### src/rtl/alu_arb_if.sv
// Bundle of the alu_arb request, ALU and response channels.
// The arbiter uses the slave view; the surrounding system uses the master view.
interface alu_arb_if #(
  parameter int WIDTH = 8
);
  logic             r0_valid;
  logic             r0_ready;
  logic [WIDTH-1:0] r0_a;
  logic [WIDTH-1:0] r0_b;
  logic [2:0]       r0_op;
  logic [2:0]       r0_shamt;
  logic             r1_valid;
  logic             r1_ready;
  logic [WIDTH-1:0] r1_a;
  logic [WIDTH-1:0] r1_b;
  logic [2:0]       r1_op;
  logic [2:0]       r1_shamt;
  logic [WIDTH-1:0] alu_a;
  logic [WIDTH-1:0] alu_b;
  logic [2:0]       alu_op;
  logic [2:0]       alu_shamt;
  logic [WIDTH-1:0] alu_out;
  logic [3:0]       alu_flags;
  logic             rsp_valid;
  logic             rsp_ready;
  logic             rsp_id;
  logic [WIDTH-1:0] rsp_out;
  logic [3:0]       rsp_flags;

  modport slave (
    input  r0_valid, r0_a, r0_b, r0_op, r0_shamt,
    input  r1_valid, r1_a, r1_b, r1_op, r1_shamt,
    output r0_ready, r1_ready,
    output alu_a, alu_b, alu_op, alu_shamt,
    input  alu_out, alu_flags,
    output rsp_valid, rsp_id, rsp_out, rsp_flags,
    input  rsp_ready
  );

  modport master (
    output r0_valid, r0_a, r0_b, r0_op, r0_shamt,
    output r1_valid, r1_a, r1_b, r1_op, r1_shamt,
    input  r0_ready, r1_ready,
    input  alu_a, alu_b, alu_op, alu_shamt,
    output alu_out, alu_flags,
    input  rsp_valid, rsp_id, rsp_out, rsp_flags,
    output rsp_ready
  );
endinterface

### src/rtl/alu_arb.sv
// Round-robin sharing of one fixed-latency ALU between two requesters,
// with the result returned on a valid/ready response channel tagged by id.
//
// state | meaning
// IDLE  | waiting for a request; ready offered to the granted requester
// EXEC  | operands held on the ALU for ALU_LAT cycles
// RESP  | captured result presented until the consumer takes it
module alu_arb #(
  parameter int WIDTH   = 8,
  parameter int ALU_LAT = 1
) (
  input  logic       clk,
  input  logic       rst_n,
  alu_arb_if.slave   bus
);

  typedef enum logic [1:0] {IDLE = 2'd0, EXEC = 2'd1, RESP = 2'd2} state_t;

  localparam logic [2:0] LAST_CNT = 3'(ALU_LAT - 1);

  state_t           state_q, state_d;
  logic             ptr_q, ptr_d;
  logic             id_q, id_d;
  logic [2:0]       cnt_q, cnt_d;
  logic [WIDTH-1:0] alu_a_q, alu_a_d;
  logic [WIDTH-1:0] alu_b_q, alu_b_d;
  logic [2:0]       alu_op_q, alu_op_d;
  logic [2:0]       alu_shamt_q, alu_shamt_d;
  logic             rsp_valid_q, rsp_valid_d;
  logic             rsp_id_q, rsp_id_d;
  logic [WIDTH-1:0] rsp_out_q, rsp_out_d;
  logic [3:0]       rsp_flags_q, rsp_flags_d;
  logic             any_valid;
  logic             gnt;
  logic             r0_ready, r1_ready;

  assign any_valid = bus.r0_valid | bus.r1_valid;
  // Pointer only matters on a tie; a lone requester always wins.
  assign gnt = (bus.r0_valid & bus.r1_valid) ? ptr_q : bus.r1_valid;

  always_comb begin
    state_d     = state_q;
    ptr_d       = ptr_q;
    id_d        = id_q;
    cnt_d       = cnt_q;
    alu_a_d     = alu_a_q;
    alu_b_d     = alu_b_q;
    alu_op_d    = alu_op_q;
    alu_shamt_d = alu_shamt_q;
    rsp_valid_d = rsp_valid_q;
    rsp_id_d    = rsp_id_q;
    rsp_out_d   = rsp_out_q;
    rsp_flags_d = rsp_flags_q;
    r0_ready    = 1'b0;
    r1_ready    = 1'b0;
    case (state_q)
      IDLE: begin
        if (any_valid) begin
          r0_ready    = ~gnt;
          r1_ready    = gnt;
          alu_a_d     = gnt ? bus.r1_a     : bus.r0_a;
          alu_b_d     = gnt ? bus.r1_b     : bus.r0_b;
          alu_op_d    = gnt ? bus.r1_op    : bus.r0_op;
          alu_shamt_d = gnt ? bus.r1_shamt : bus.r0_shamt;
          id_d        = gnt;
          ptr_d       = ~gnt;
          cnt_d       = 3'd0;
          state_d     = EXEC;
        end
      end
      EXEC: begin
        cnt_d = cnt_q + 3'd1;
        if (cnt_q == LAST_CNT) begin
          rsp_out_d   = bus.alu_out;
          rsp_flags_d = bus.alu_flags;
          rsp_id_d    = id_q;
          rsp_valid_d = 1'b1;
          state_d     = RESP;
        end
      end
      RESP: begin
        if (bus.rsp_ready) begin
          rsp_valid_d = 1'b0;
          state_d     = IDLE;
        end
      end
      default: state_d = IDLE;
    endcase
  end

  always_ff @(posedge clk or negedge rst_n) begin
    if (!rst_n) begin
      state_q     <= IDLE;
      ptr_q       <= 1'b0;
      id_q        <= 1'b0;
      cnt_q       <= 3'd0;
      alu_a_q     <= '0;
      alu_b_q     <= '0;
      alu_op_q    <= 3'd0;
      alu_shamt_q <= 3'd0;
      rsp_valid_q <= 1'b0;
      rsp_id_q    <= 1'b0;
      rsp_out_q   <= '0;
      rsp_flags_q <= 4'd0;
    end else begin
      state_q     <= state_d;
      ptr_q       <= ptr_d;
      id_q        <= id_d;
      cnt_q       <= cnt_d;
      alu_a_q     <= alu_a_d;
      alu_b_q     <= alu_b_d;
      alu_op_q    <= alu_op_d;
      alu_shamt_q <= alu_shamt_d;
      rsp_valid_q <= rsp_valid_d;
      rsp_id_q    <= rsp_id_d;
      rsp_out_q   <= rsp_out_d;
      rsp_flags_q <= rsp_flags_d;
    end
  end

  // Reset leaves the FSM in IDLE, so ready must also be masked by rst_n.
  assign bus.r0_ready  = r0_ready & rst_n;
  assign bus.r1_ready  = r1_ready & rst_n;
  assign bus.alu_a     = alu_a_q;
  assign bus.alu_b     = alu_b_q;
  assign bus.alu_op    = alu_op_q;
  assign bus.alu_shamt = alu_shamt_q;
  assign bus.rsp_valid = rsp_valid_q;
  assign bus.rsp_id    = rsp_id_q;
  assign bus.rsp_out   = rsp_out_q;
  assign bus.rsp_flags = rsp_flags_q;

endmodule

### src/flat_wrapper.sv
// flat-port wrapper written by rule: the top's interface ports become plain ports
module alu_arb_flat 
#(
  parameter int WIDTH   = 8,
  parameter int ALU_LAT = 1
)
  (clk, rst_n, bus_r0_valid, bus_r0_a, bus_r0_b, bus_r0_op, bus_r0_shamt, bus_r1_valid, bus_r1_a, bus_r1_b, bus_r1_op, bus_r1_shamt, bus_r0_ready, bus_r1_ready, bus_alu_a, bus_alu_b, bus_alu_op, bus_alu_shamt, bus_alu_out, bus_alu_flags, bus_rsp_valid, bus_rsp_id, bus_rsp_out, bus_rsp_flags, bus_rsp_ready);
  alu_arb_if #(.WIDTH(WIDTH)) bus_i ();
  input  logic clk;
  input  logic rst_n;
  input wire logic [$bits(bus_i.r0_valid)-1:0] bus_r0_valid;
  input wire logic [$bits(bus_i.r0_a)-1:0] bus_r0_a;
  input wire logic [$bits(bus_i.r0_b)-1:0] bus_r0_b;
  input wire logic [$bits(bus_i.r0_op)-1:0] bus_r0_op;
  input wire logic [$bits(bus_i.r0_shamt)-1:0] bus_r0_shamt;
  input wire logic [$bits(bus_i.r1_valid)-1:0] bus_r1_valid;
  input wire logic [$bits(bus_i.r1_a)-1:0] bus_r1_a;
  input wire logic [$bits(bus_i.r1_b)-1:0] bus_r1_b;
  input wire logic [$bits(bus_i.r1_op)-1:0] bus_r1_op;
  input wire logic [$bits(bus_i.r1_shamt)-1:0] bus_r1_shamt;
  output wire logic [$bits(bus_i.r0_ready)-1:0] bus_r0_ready;
  output wire logic [$bits(bus_i.r1_ready)-1:0] bus_r1_ready;
  output wire logic [$bits(bus_i.alu_a)-1:0] bus_alu_a;
  output wire logic [$bits(bus_i.alu_b)-1:0] bus_alu_b;
  output wire logic [$bits(bus_i.alu_op)-1:0] bus_alu_op;
  output wire logic [$bits(bus_i.alu_shamt)-1:0] bus_alu_shamt;
  input wire logic [$bits(bus_i.alu_out)-1:0] bus_alu_out;
  input wire logic [$bits(bus_i.alu_flags)-1:0] bus_alu_flags;
  output wire logic [$bits(bus_i.rsp_valid)-1:0] bus_rsp_valid;
  output wire logic [$bits(bus_i.rsp_id)-1:0] bus_rsp_id;
  output wire logic [$bits(bus_i.rsp_out)-1:0] bus_rsp_out;
  output wire logic [$bits(bus_i.rsp_flags)-1:0] bus_rsp_flags;
  input wire logic [$bits(bus_i.rsp_ready)-1:0] bus_rsp_ready;
  assign bus_i.r0_valid = bus_r0_valid;
  assign bus_i.r0_a = bus_r0_a;
  assign bus_i.r0_b = bus_r0_b;
  assign bus_i.r0_op = bus_r0_op;
  assign bus_i.r0_shamt = bus_r0_shamt;
  assign bus_i.r1_valid = bus_r1_valid;
  assign bus_i.r1_a = bus_r1_a;
  assign bus_i.r1_b = bus_r1_b;
  assign bus_i.r1_op = bus_r1_op;
  assign bus_i.r1_shamt = bus_r1_shamt;
  assign bus_r0_ready = bus_i.r0_ready;
  assign bus_r1_ready = bus_i.r1_ready;
  assign bus_alu_a = bus_i.alu_a;
  assign bus_alu_b = bus_i.alu_b;
  assign bus_alu_op = bus_i.alu_op;
  assign bus_alu_shamt = bus_i.alu_shamt;
  assign bus_i.alu_out = bus_alu_out;
  assign bus_i.alu_flags = bus_alu_flags;
  assign bus_rsp_valid = bus_i.rsp_valid;
  assign bus_rsp_id = bus_i.rsp_id;
  assign bus_rsp_out = bus_i.rsp_out;
  assign bus_rsp_flags = bus_i.rsp_flags;
  assign bus_i.rsp_ready = bus_rsp_ready;
  alu_arb #(.WIDTH(WIDTH), .ALU_LAT(ALU_LAT)) u_core (.clk(clk), .rst_n(rst_n), .bus(bus_i));
endmodule
### config.mk
export PLATFORM = sky130hd
export DESIGN_NAME = alu_arb_flat
export DESIGN_NICKNAME = d
export VERILOG_FILES = /design/src/rtl/alu_arb_if.sv /design/src/rtl/alu_arb.sv /design/src/flat_wrapper.sv
export SDC_FILE = /design/constraint.sdc
export NUM_CORES = 1
export LEC_CHECK = 0
export CAP_MARGIN = 20
export CORE_AREA = 2 2 72 74
export CTS_CLUSTER_SIZE = 25
export DETAILED_ROUTE_END_ITERATION = 10
export DIE_AREA = 0 0 74 76
export PLACE_DENSITY = 0.83
export REMOVE_ABC_BUFFERS = 1
export SYNTH_ARGS = -nofsm -noshare
export SYNTH_HDL_FRONTEND = slang
export SYNTH_SLANG_ARGS = --single-unit
### constraint.sdc
create_clock -name clk -period 3.7 [get_ports clk]
set_input_delay 0.925 -clock clk [delete_from_list [all_inputs] [get_ports clk]]
set_output_delay 0.925 -clock clk [all_outputs]
set_load 0.02 [all_outputs]
== Word level (Yosys, flattened, before mapping) ==
Index checks and enable logic that the tools add are counted.
Cells by class
  bitwise operators: 5
  reduce and logical (&&, ||, !) cells: 9
  eq/ne operators: 5
  add/sub/neg operators: 1
  multiplexer cells: 18
Operators with widths (number)
  2-to-1 mux 8 bit: 2
  2-to-1 mux 3 bit: 3
  2-to-1 mux 1 bit: 7
  2-to-1 mux 2 bit: 3
  one-hot mux 2 bit (3 select lines): 1
  one-hot mux 3 bit (2 select lines): 1
  AND reduction 2 bit: 3
  AND reduction 3 bit: 2
  inequality test 2 x 1 -> 1 bit (second input constant): 2
  nonzero test 2 bit: 2
  adder 3 x 1 -> 3 bit (second input constant): 1
  AND 1 bit: 3
  zero test 3 bit: 1
  equality test 2 x 1 -> 1 bit (second input constant): 1
  equality test 2 bit (second input constant): 1
  zero test 2 bit: 1
  inequality test 2 bit (second input constant): 1
  one-hot mux 1 bit (2 select lines): 1
  inverter 1 bit: 1
  OR 1 bit: 1
Word-level totals
  bits of input ports: 61
  flip-flop bits (word level): 43
  output and inout bits: 38

== Longest topological paths before layout ==
  depth after elaboration: 6
  gate-level depth with buffers: 7
  gate-level depth less buffers: 5

== Worst setup path before layout ==
Ideal clock, no wire load.
  path type: input -> output
  start point: input port bus_r0_valid
  end point: output port bus_r1_ready
  stages on the path: 4
  data arrival time: 1.607 ns
  slack: 1.168 ns
  cells stage by stage: nand2b_1 nand3_1 buf_2 nor2_1
On the way
  longest elaborated chain between the ends: 5
RTL lines
  from (decl): line flat_wrapper.sv:11  | input wire logic [$bits(bus_i.r0_valid)-1:0] bus_r0_valid;
  AND 1 bit: line alu_arb.sv:39  | assign gnt = (bus.r0_valid & bus.r1_valid) ? ptr_q : bus.r1_valid;
  2-to-1 mux 1 bit: line alu_arb.sv:39
  2-to-1 mux 1 bit (*): line alu_arb.sv:58  | if (any_valid) begin
  2-to-1 mux 1 bit (*): line alu_arb.sv:56  | case (state_q)
  AND 1 bit (*): line alu_arb.sv:123  | assign bus.r1_ready = r1_ready & rst_n;
  to (decl): line flat_wrapper.sv:22  | output wire logic [$bits(bus_i.r1_ready)-1:0] bus_r1_ready;
Every way passes the cells marked *; elsewhere a longest branch is shown, timed or not.

== Final worst setup path ==
  start point: input port bus_r0_valid
  end point: output port bus_r0_ready
On the way
  longest elaborated chain between the ends: 6
RTL lines
  AND 1 bit: line alu_arb.sv:39
  2-to-1 mux 1 bit: line alu_arb.sv:39
  inverter 1 bit: line alu_arb.sv:59  | r0_ready = ~gnt;
  2-to-1 mux 1 bit (*): line alu_arb.sv:58
  2-to-1 mux 1 bit (*): line alu_arb.sv:56
  AND 1 bit (*): line alu_arb.sv:122  | assign bus.r0_ready = r0_ready & rst_n;
  to (decl): line flat_wrapper.sv:21  | output wire logic [$bits(bus_i.r0_ready)-1:0] bus_r0_ready;
Marks and branches as above.

==> out/results.txt <==
Routability cong.: 0.742
Port bufs: 98
Primary FF master, synth: dfrtp_1
Total wire length: 5.27 mm
Synth cell count leaders: 48 x inv_1, 43 x dfrtp_1, 22 x o221ai_1
Final min period: 3.24 ns
CTS H-tree lvls: 2
DRC Markers: 0
Area contributors post-synth: dfrtp_1 53%, o221ai_1 9.5%, inv_1 8.9%
Peak VDD IR: 330 uV
CTS max path bufs: 2
Net Sw Frac: 0.379
Overall Power: 2.46 mW
Leak: 1.44 nW
P_int: 1.53 mW
DR vias: 1,752
Mean area per synthesized cell: 10.6 um2
Total CTS buffers: 5
DRT iter0 DRCs: 91
Comb power frac: 0.539
Worst Hold Class: reg -> reg
Setup_tns: 0 ns
Postcts setup bufs: 0
Antenna viol nets, final: 0
Synth Area in Simple Gates: 0.0581
Vias in the first global route: 1,844
Crit-path max FO: 3
Gate Count Post-Synth: 190
Worst Setup Start Kind: primary input
DIE AREA: 5620 um2
Worst path arrival time: 2.32 ns
Detail Placement HPWL: 3.55 mm
Clock sink count: 43
DR vias/cell: 4.89
Max Cap Viol: 0
Compound-Gate Fraction of Synth Area: 0.171
Fin crit share: 0.876
Number of synthesized flops with an enable pin: 0
Final Hold Violating Endpoints: 0
Count of cell types in the netlist: 26
First-pass GRT wire length: 8.65 mm
Die height: 76 um
Top-count cell post-synth: inv_1
Final setup fails: 0
DRT Pass-1 Iters: 4
Reg power frac: 0.340
WL/cell: 14.7 um
Fin worst setup slack: 0.459 ns
Fmax: 0.309 GHz
RSZ-0062 raised after global routing: false
Top cell type by total area after synthesis: dfrtp_1
Yosys reg bits: 43
I/O pins: 99
Ant diodes: 0
Share of layout cells above drive strength 1: 0.0972
Root buffer cell: clkbuf_8
Chip Width: 74 um
Post-Synth Adder-Cell Area: 0.0124
Power density over cell area: 789 nW/um2
CTS tree: yes
Post-CTS Resized: 0
Place WS: 0.472 ns
Largest net degree at the start of global routing: 44
Area of the mapped netlist: 2020 um2
Area added between synthesis and finish: 53.9%
Total global routing overflow: 0
Synth Warn #: 0
Largest family of logic cells by synthesized area: compound AO/OA/AOI/OAI gates
Power share of the clock group: 0.121
Clock Latency Late Sink: 0.29 ns
Layout Cells excl Fill: 358
FFs w/ async S/R, synth: 1.00
Fin. max-slew vios: 0
Crit Path Class: in -> out
Initial antenna violation count: 0
Placed cells: 351
Rel. slew slack: 0.394
WP data required: 2.77 ns
Core area: 4910 um2
Sequential area share after synthesis: 0.532
Hold Buf Count CTS: 0
Tot GR Track Use: 0.198
Initial core utilization: 0.412
Num rows: 26
Post-synthesis mux area share: 0.0872
Post-synth top area share: 0.532
Sw power: 931 uW
Least-Margin Pin Slew: 0.904 ns
Post-Synth XOR/XNOR Area: 0.00433
Final nets: 351
Status: finished clean
Worst-path clk slew: 0.07 ns
Clk_skew: 0.00807 ns
CP Capture Type: primary output
[through the flow]
| stage | instance area [um2] | hold WS, ns | util |
|---|---|---|---|
| detailed placement | 3030 | 0.491 | 0.616 |
| floorplan | 1930 | 0.470 | - |
| finish | 3110 | 0.507 | 0.634 |
| global route | 3110 | 0.507 | 0.634 |
| global placement | 3030 | 0.467 | 0.616 |
| CTS | 3110 | 0.508 | 0.634 |
[power groups by stage]
stage | combinational (mW) | sequential [mW] | clock [mW]
after floorplan | 0.491 | 1.06 | 0
after global placement | 1.30 | 0.824 | 0
after detailed placement | 1.33 | 0.838 | 0
after CTS | 1.34 | 0.834 | 0.310
after global routing | 1.43 | 0.864 | 0.331
final | 1.32 | 0.835 | 0.298
[worst paths after layout]
check,to,start,slack [ns],cells after the start
max,bus_r0_ready,bus_r0_valid,0.46,4
min reg2reg,u_core.bus.rsp_flags[1]$_DFFE_PN0P_,u_core.bus.rsp_flags[1]$_DFFE_PN0P_,0.51,1
max in group asynchronous,u_core.bus.alu_b[4]$_DFFE_PN0P_,rst_n,2.60,2
min in group asynchronous,u_core.state_q[1]$_DFFE_PN0P_,rst_n,0.72,2
min,u_core.bus.rsp_flags[1]$_DFFE_PN0P_,u_core.bus.rsp_flags[1]$_DFFE_PN0P_,0.51,1
max reg2reg,u_core.bus.rsp_flags[2]$_DFFE_PN0P_,u_core.cnt_q[0]$_DFFE_PN0P_,1.57,5
[registers in the layout, indices dropped and copies added, names as in the netlist]
signal / count
u_core.bus.rsp_id: 1
u_core.bus.rsp_valid: 1
u_core.ptr_q: 1
u_core.bus.alu_a: 8
u_core.bus.rsp_flags: 4
u_core.bus.alu_b: 8
u_core.cnt_q: 3
u_core.bus.rsp_out: 8
u_core.bus.alu_op: 3
u_core.id_q: 1
u_core.bus.alu_shamt: 3
u_core.state_q: 2
[routing by layer]
metal | up-vias | track usage | wire length, um
met4 | 0 | 0.0600 | 42
met5 | - | 0 | 0
met2 | 61 | 0.346 | 2740
met1 | 854 | 0.229 | 2140
li1 | 833 | - | -
met3 | 4 | 0.0582 | 344
[critical path: stages]
cell and delay (ns):
clkdlybuf4s50_1 0.52, nand3_1 0.11, nor2_1 0.11, clkdlybuf4s50_1 0.65
[cell usage in the layout, fill, tap and decap left out, types with 2 or more instances in the layout]
cell type / count
nand3b_1: 2
clkbuf_8: 6
nor2_1: 5
ha_1: 2
o221ai_1: 22
nand2_1: 4
o22ai_1: 2
or2_1: 2
clkdlybuf4s50_1: 97
dfrtp_1: 43
mux2_4: 8
nand3_1: 2
inv_1: 48
o21ai_1: 9
buf_4: 4
o21ai_0: 16
mux2_2: 5
[final cells by class]
type / count / area [um2]
flip-flops and latches: 43 / 1080
multi-input cells: 88 / 676
fillers: 417 / 1800
well taps: 70 / 87.6
clock buffers: 6 / 82.6
clock inverters: 1 / 5.00
inverters: 48 / 180
repair buffers: 102 / 1010
[logic make-up (layout without fill, tap and decap cells)]
logic type / after synthesis / in the layout
and+or+nand+nor: 21 / 21
DFF: 43 / 43
buffers and inverters: 59 / 157
adders and majority gates: 2 / 2
AOI/OAI and AO/OA: 51 / 51
xor gates and xnor gates: 1 / 1
muxes: 13 / 13
Power figures use the tool's default switching activity.
